[src/rtl/button_debouncer.sv]
// Push-button conditioner: two-flop synchroniser followed by a stability-counter
// FSM that only follows a new level once it has held for STABLE_CYCLES samples.
module button_debouncer #(
    parameter int STABLE_CYCLES = 16,
    parameter int CNT_W         = 8
) (
    input  logic clk,
    input  logic rst,
    input  logic btn,
    output logic db,
    output logic settling
);

    typedef enum logic [1:0] {
        LOW    = 2'b00,
        WAIT_H = 2'b01,
        HIGH   = 2'b10,
        WAIT_L = 2'b11
    } state_t;

    localparam logic [CNT_W-1:0] LAST = CNT_W'(STABLE_CYCLES - 1);

    logic             s1;
    logic             s2;
    state_t           state;
    logic [CNT_W-1:0] cnt;

    // Synchroniser stage: btn is asynchronous, only s2 is safe to decide on
    always_ff @(posedge clk or posedge rst) begin
        if (rst) begin
            s1 <= 1'b0;
            s2 <= 1'b0;
        end else begin
            s1 <= btn;
            s2 <= s1;
        end
    end

    // Qualification stage: db and settling are registered alongside the state
    // so they always match the decode of the current state without glitches.
    always_ff @(posedge clk or posedge rst) begin
        if (rst) begin
            state    <= LOW;
            cnt      <= '0;
            db       <= 1'b0;
            settling <= 1'b0;
        end else begin
            case (state)
                LOW: begin
                    if (s2) begin
                        state    <= WAIT_H;
                        cnt      <= '0;
                        settling <= 1'b1;
                    end
                end
                WAIT_H: begin
                    // The level check comes first, so an abort beats terminal count
                    if (!s2) begin
                        state    <= LOW;
                        cnt      <= '0;
                        settling <= 1'b0;
                    end else if (cnt == LAST) begin
                        state    <= HIGH;
                        cnt      <= '0;
                        db       <= 1'b1;
                        settling <= 1'b0;
                    end else begin
                        cnt <= cnt + 1'b1;
                    end
                end
                HIGH: begin
                    if (!s2) begin
                        state    <= WAIT_L;
                        cnt      <= '0;
                        settling <= 1'b1;
                    end
                end
                WAIT_L: begin
                    if (s2) begin
                        state    <= HIGH;
                        cnt      <= '0;
                        settling <= 1'b0;
                    end else if (cnt == LAST) begin
                        state    <= LOW;
                        cnt      <= '0;
                        db       <= 1'b0;
                        settling <= 1'b0;
                    end else begin
                        cnt <= cnt + 1'b1;
                    end
                end
                default: begin
                    state    <= LOW;
                    cnt      <= '0;
                    db       <= 1'b0;
                    settling <= 1'b0;
                end
            endcase
        end
    end

endmodule

[config.mk]
export PLATFORM = sky130hd
export DESIGN_NAME = button_debouncer
export DESIGN_NICKNAME = d
export VERILOG_FILES = /design/src/rtl/button_debouncer.sv
export SDC_FILE = /design/constraint.sdc
export NUM_CORES = 1
export LEC_CHECK = 0
export ABC_CLOCK_PERIOD_IN_PS = 3200
export BUFFER_PORTS_ARGS = -buffer_cell sky130_fd_sc_hd__buf_2
export CELL_PAD_IN_SITES_DETAIL_PLACEMENT = 2
export CELL_PAD_IN_SITES_GLOBAL_PLACEMENT = 2
export CORE_MARGIN = 2
export CORE_UTILIZATION = 38
export DETAILED_ROUTE_END_ITERATION = 12
export PLACE_DENSITY_LB_ADDON = 0.1
export SYNTH_ARGS = -nofsm -noshare
export SYNTH_HDL_FRONTEND = slang
export SYNTH_SLANG_ARGS = --single-unit
[constraint.sdc]
create_clock -name clk -period 3.2 [get_ports clk]
set_input_delay 0 -clock clk [delete_from_list [all_inputs] [get_ports clk]]
set_output_delay 0 -clock clk [all_outputs]
set_load 0.03 [all_outputs]
# == Yosys cells after proc, flatten, opt, wreduce, memory -nomap -nowiden ==
# Index checks and enable logic that the tools add are counted.
# op_classes
n_addsub,1
n_mul,0
div_mod_pow,0
order_cmp,0
eq_ne,12
shift,0
muxes,24
bitwise_logic,0
reduce_logical,5
# ops
cell,count
8-bit two-way mux,5
8-bit case mux with 4 select lines,1
2-bit two-way mux,6
"2-bit inequality test, second input constant",6
1-bit two-way mux,9
"8-bit by 1-bit adder with 8-bit output, second input constant",1
"8-bit by 4-bit equality test with 1-bit output, second input constant",1
2-bit case mux with 4 select lines,1
"3-bit inequality test, second input constant",2
5-bit AND reduction,1
"2-bit equality test, second input constant",2
1-bit case mux with 4 select lines,1
4-bit AND reduction,1
"2-bit by 1-bit equality test with 1-bit output, second input constant",1
2-bit zero test,1
1-bit case mux with 2 select lines,1
2-bit AND reduction,1
2-bit nonzero test,1
# word_totals
register_bits,14
latch_bits,0
ram_bits,0
mem_bits_ro,0
input_bits,3
output_inout_bits,2
word_cells,48
mem_count,0

# == Depth between registers and ports, before layout ==
# depth
depth_word,4
ltp_mapped,6
ltp_nobuf,5

# == Worst setup path before layout ==
# No wires, ideal clock.
# synth_timing
path_kind,register to register
startpoint,reg cnt[0]
endpoint,reg cnt[5]
setup_time_ns,0.082
arrival_ns,1.490
required_ns,3.118
setup_slack_ns,1.628
stages_incl_launch_ff,7
n_path_buf,1
synth_period_minus_slack_ns,1.572
cell_sequence,dfrtp_1 ha_1 and3_1 buf_6 a211oi_4 a41oi_1 a31oi_1
# synth_between
elab_chain_len,4
elab_cells_between_ends,6
cone_classes,add/sub (1); eq/ne (1); mux (4)
# synth_rtl
element,line,source
from (decl),26,logic [CNT_W-1:0] cnt;
from (signal assigned),68,cnt <= cnt + 1'b1;
from (signal assigned),89,cnt <= cnt + 1'b1;
8-bit by 1-bit adder with 8-bit output or 8-bit by 4-bit equality test with 1-bit output (tied branches),-,
8-bit two-way mux *,"62, 83",
8-bit two-way mux (on tied branches),"79, 58",
8-bit case mux with 4 select lines *,48,case (state)
# Mark *: on every way between the ends. The rest lies on a longest branch, timed or not.
# A chain may end at the register's enable or synchronous reset.

# == Worst setup path after layout ==
# Ends and elaborated chain as after synthesis.

==> results.yml <==
synth:
  synth.top_cells.by_count: "dfrtp_1, o21ai_0, nand2_1, inv_1, nand3_1"
  ys.flop_type: "dfrtp_1"
  syn-cell-area_sq_um: 667
  ys_seq_elements: 14
  syn_nets: 64
  yosysMostFrequentCell: "dfrtp_1"
  synth_warnings: 0
  syn_avg_cell_area_sq_um: 11.1
  synth_largest_area_cell: "dfrtp_1"
  synth_top_area_share_pct: 52.5
  synth_edf_count: 0
  ys_top_cells_by_area: "dfrtp_1, o21ai_0, xnor2_1"
  async_flop_share_pct: 100
  yosysSeqAreaShare_pct: 52.5
  synthCells: 60
  ys_types: 25
critical_path:
  slowest_delay_ns: 0.44
  reg2reg_slack_ns: 1.49
  rr_endpoint: "cnt[5]"
  rr_startpoint: "cnt[0]"
  crit_buf_inv: 0
  slowest_stage: "a211oi_4"
  cp-start-kind: "register"
  crit_path_cell_trace: "ha_1, and3_1, a211oi_4, a41oi_1, a31oi_1"
  crit_required_ns: 3.42
  crit_family: "compound AO/OA/AOI/OAI gates"
  arrival_ns: 1.93
  crit_path_max_fanout: 10
  end_kind: "register"
  crit_type: "register to register"
  r2r_cells: 5
cts:
  clock-sinks: 14
  clkLatencyLatePin_ns: 0.29
  cts_tree: "built"
  cts_root_buf: "clkbuf_4"
  cts_buffers: 3
  cts.repair.resized: 0
  clock_path_buffers: 2
  htreeDepth: 1
  clk_pin_slew_ns: 0.10
placed_design:
  gp_congestion: 0.679
  placed_cells: 80
  dpl.hpwl_microns: 939
  port_buffers: 4
  pre_cts_slack_ns: 1.47
timing:
  clock-skew-final_ns: 0.00500
  hold_viol_final: 0
  final.setup.tns_ns: 0
  rsz0062_at_grt: "no"
  layout_setup_ws_ns: 1.49
  fmax_ghz: 0.585
  relSlewSlack_pct: 63.8
  final-setup-viol-count: 0
  timing.final.crit_share_pct: 53.4
  min_period_ns: 1.71
  tightest_slew_ns: 0.543
  drv_slew: 0
global_routing:
  grt_max_degree: 15
  grt_pass1_vias: 464
  grt_first_pass_wirelength_microns: 2210
  grt_usage_pct: 15.6
  antenna_found_initial: 0
  overflow: 0
flow_run:
  maxCapViolCount: 0
pwr:
  power_density_mw_per_mm2: 463
  finalPower_uw: 349
  leakagePower_nw: 0.335
  ir_worst_vdd_mv: 0.186
floorplanning:
  die-height_microns: 45.9
  die_area_sq_mm: 0.00211
  initial_core_util_pct: 39.5
  io_pins: 5
  die_x_microns: 45.9
  rows: 15
  coreArea_sq_mm: 0.00169
finish:
  finish.net_count: 74
  area_growth_pct: 12.9
  n_antenna_cell: 0
  regArea_sq_um: 350
  fill_cells: 188
  drive_gt1_share_pct: 21.7
  multiInputGateArea_sq_um: 290
  final_cells: 86
route:
  firstDrtPassIters: 1
  wire_per_inst_microns: 15.3
  vias: 478
  drc_errors: 0
  ant_nets: 0
  totalWireLength_microns: 1310
  drtIter0Drc: 0
  drt-vias-per-instance: 5.56
run_status:
  status: "completed"
hold_path:
  hold_class: "input port to async pin"
-- per-layer routing --
metal / vias up / track usage, % / share of wire (%)
li1: 239 / - / -
met1: 229 / 22.2 / 52
met2: 6 / 20.8 / 43
met3: 4 / 4.76 / 2.7
met4: 0 / 8.57 / 1.4
met5: - / 0 / 0
-- cell usage in the layout, fill, tap and decap left out --
cell and count:
dfrtp_1 14, o21ai_0 6, nand2_1 5, inv_1 4, nand3_1 4, buf_2 4, a31oi_1 3, xnor2_1 3
clkbuf_4 3, and3_1 2, nor3_1 2, a22o_1 2, dlygate4sd3_1 2, xnor2_2 1, nand4_1 1, nor4_2 1
a211oi_4 1, o21ai_1 1, nor2_1 1, a21oi_1 1, and2_2 1, a41oi_1 1, mux2_2 1, o311ai_1 1
a22o_2 1, a31o_2 1, ha_1 1, clkbuf_8 1
-- cells by family after synthesis --
kind of cell | share of synthesized area, %
compound gates | 19.9
simple gates | 13.7
flops | 52.5
buf+inv | 3.94
xor+xnor | 6.38
mux | 1.69
fa+ha+maj | 1.88
-- flip-flops by register name, indices dropped and copies added, names as in the netlist, named ones only --
signal,count
settling,1
s2,1
s1,1
cnt,8
state,1
db,1
-- worst max path at each step --
stage / startpoint / depth (start not counted) / endpoint / slack, ns
5_1_grt: cnt[0] / 5 / cnt[5] / 1.31
4_1_cts: cnt[0] / 5 / cnt[5] / 1.47
2_1_floorplan: cnt[0] / 6 / cnt[5] / 1.63
6_report: cnt[0] / 5 / cnt[5] / 1.49
3_5_place_dp: cnt[0] / 5 / cnt[5] / 1.47
3_3_place_gp: cnt[0] / 5 / cnt[5] / 1.53
-- worst register-to-register path, delay by kind of cell (launching register included) --
| family | cells | cell delay (ns) |
|---|---|---|
| fa+ha+maj | 1 | 0.23 |
| compound gates | 3 | 0.77 |
| simple gates | 1 | 0.23 |
| flops | 1 | 0.42 |
-- layout make-up --
| type | instances | share of cell area (%) |
|---|---|---|
| Sequential cell | 14 | 46.5 |
| Multi-Input combinational cell | 41 | 38.5 |
| Clock buffer | 4 | 4.82 |
| Timing Repair Buffer | 6 | 5.32 |
| Inverter | 4 | 1.99 |
| Tap cell | 17 | 2.82 |
-- timing repair --
action	CTS	global route
setup buffers	0	0
hold buffers	2	0
hold endpoints to repair	15	0
setup endpoints to repair	0	0
-- metrics by stage --
step	util, %	cell area [sq um]	hold slack (ns)
global placement	41.3	697	0.0635
global route	44.6	753	0.325
detailed placement	41.3	697	0.0672
CTS	44.6	753	0.292
finish	44.6	753	0.286
floorplan	-	667	-0.111
-- power breakdown --
part	internal (mW)	leakage [nW]	switching [mW]
Sequential	0.182	0.185	0.00463
Clock	0.0693	0.0210	0.0653
Combinational	0.0105	0.129	0.0168
No activity file was read; power rests on OpenSTA's default activity.
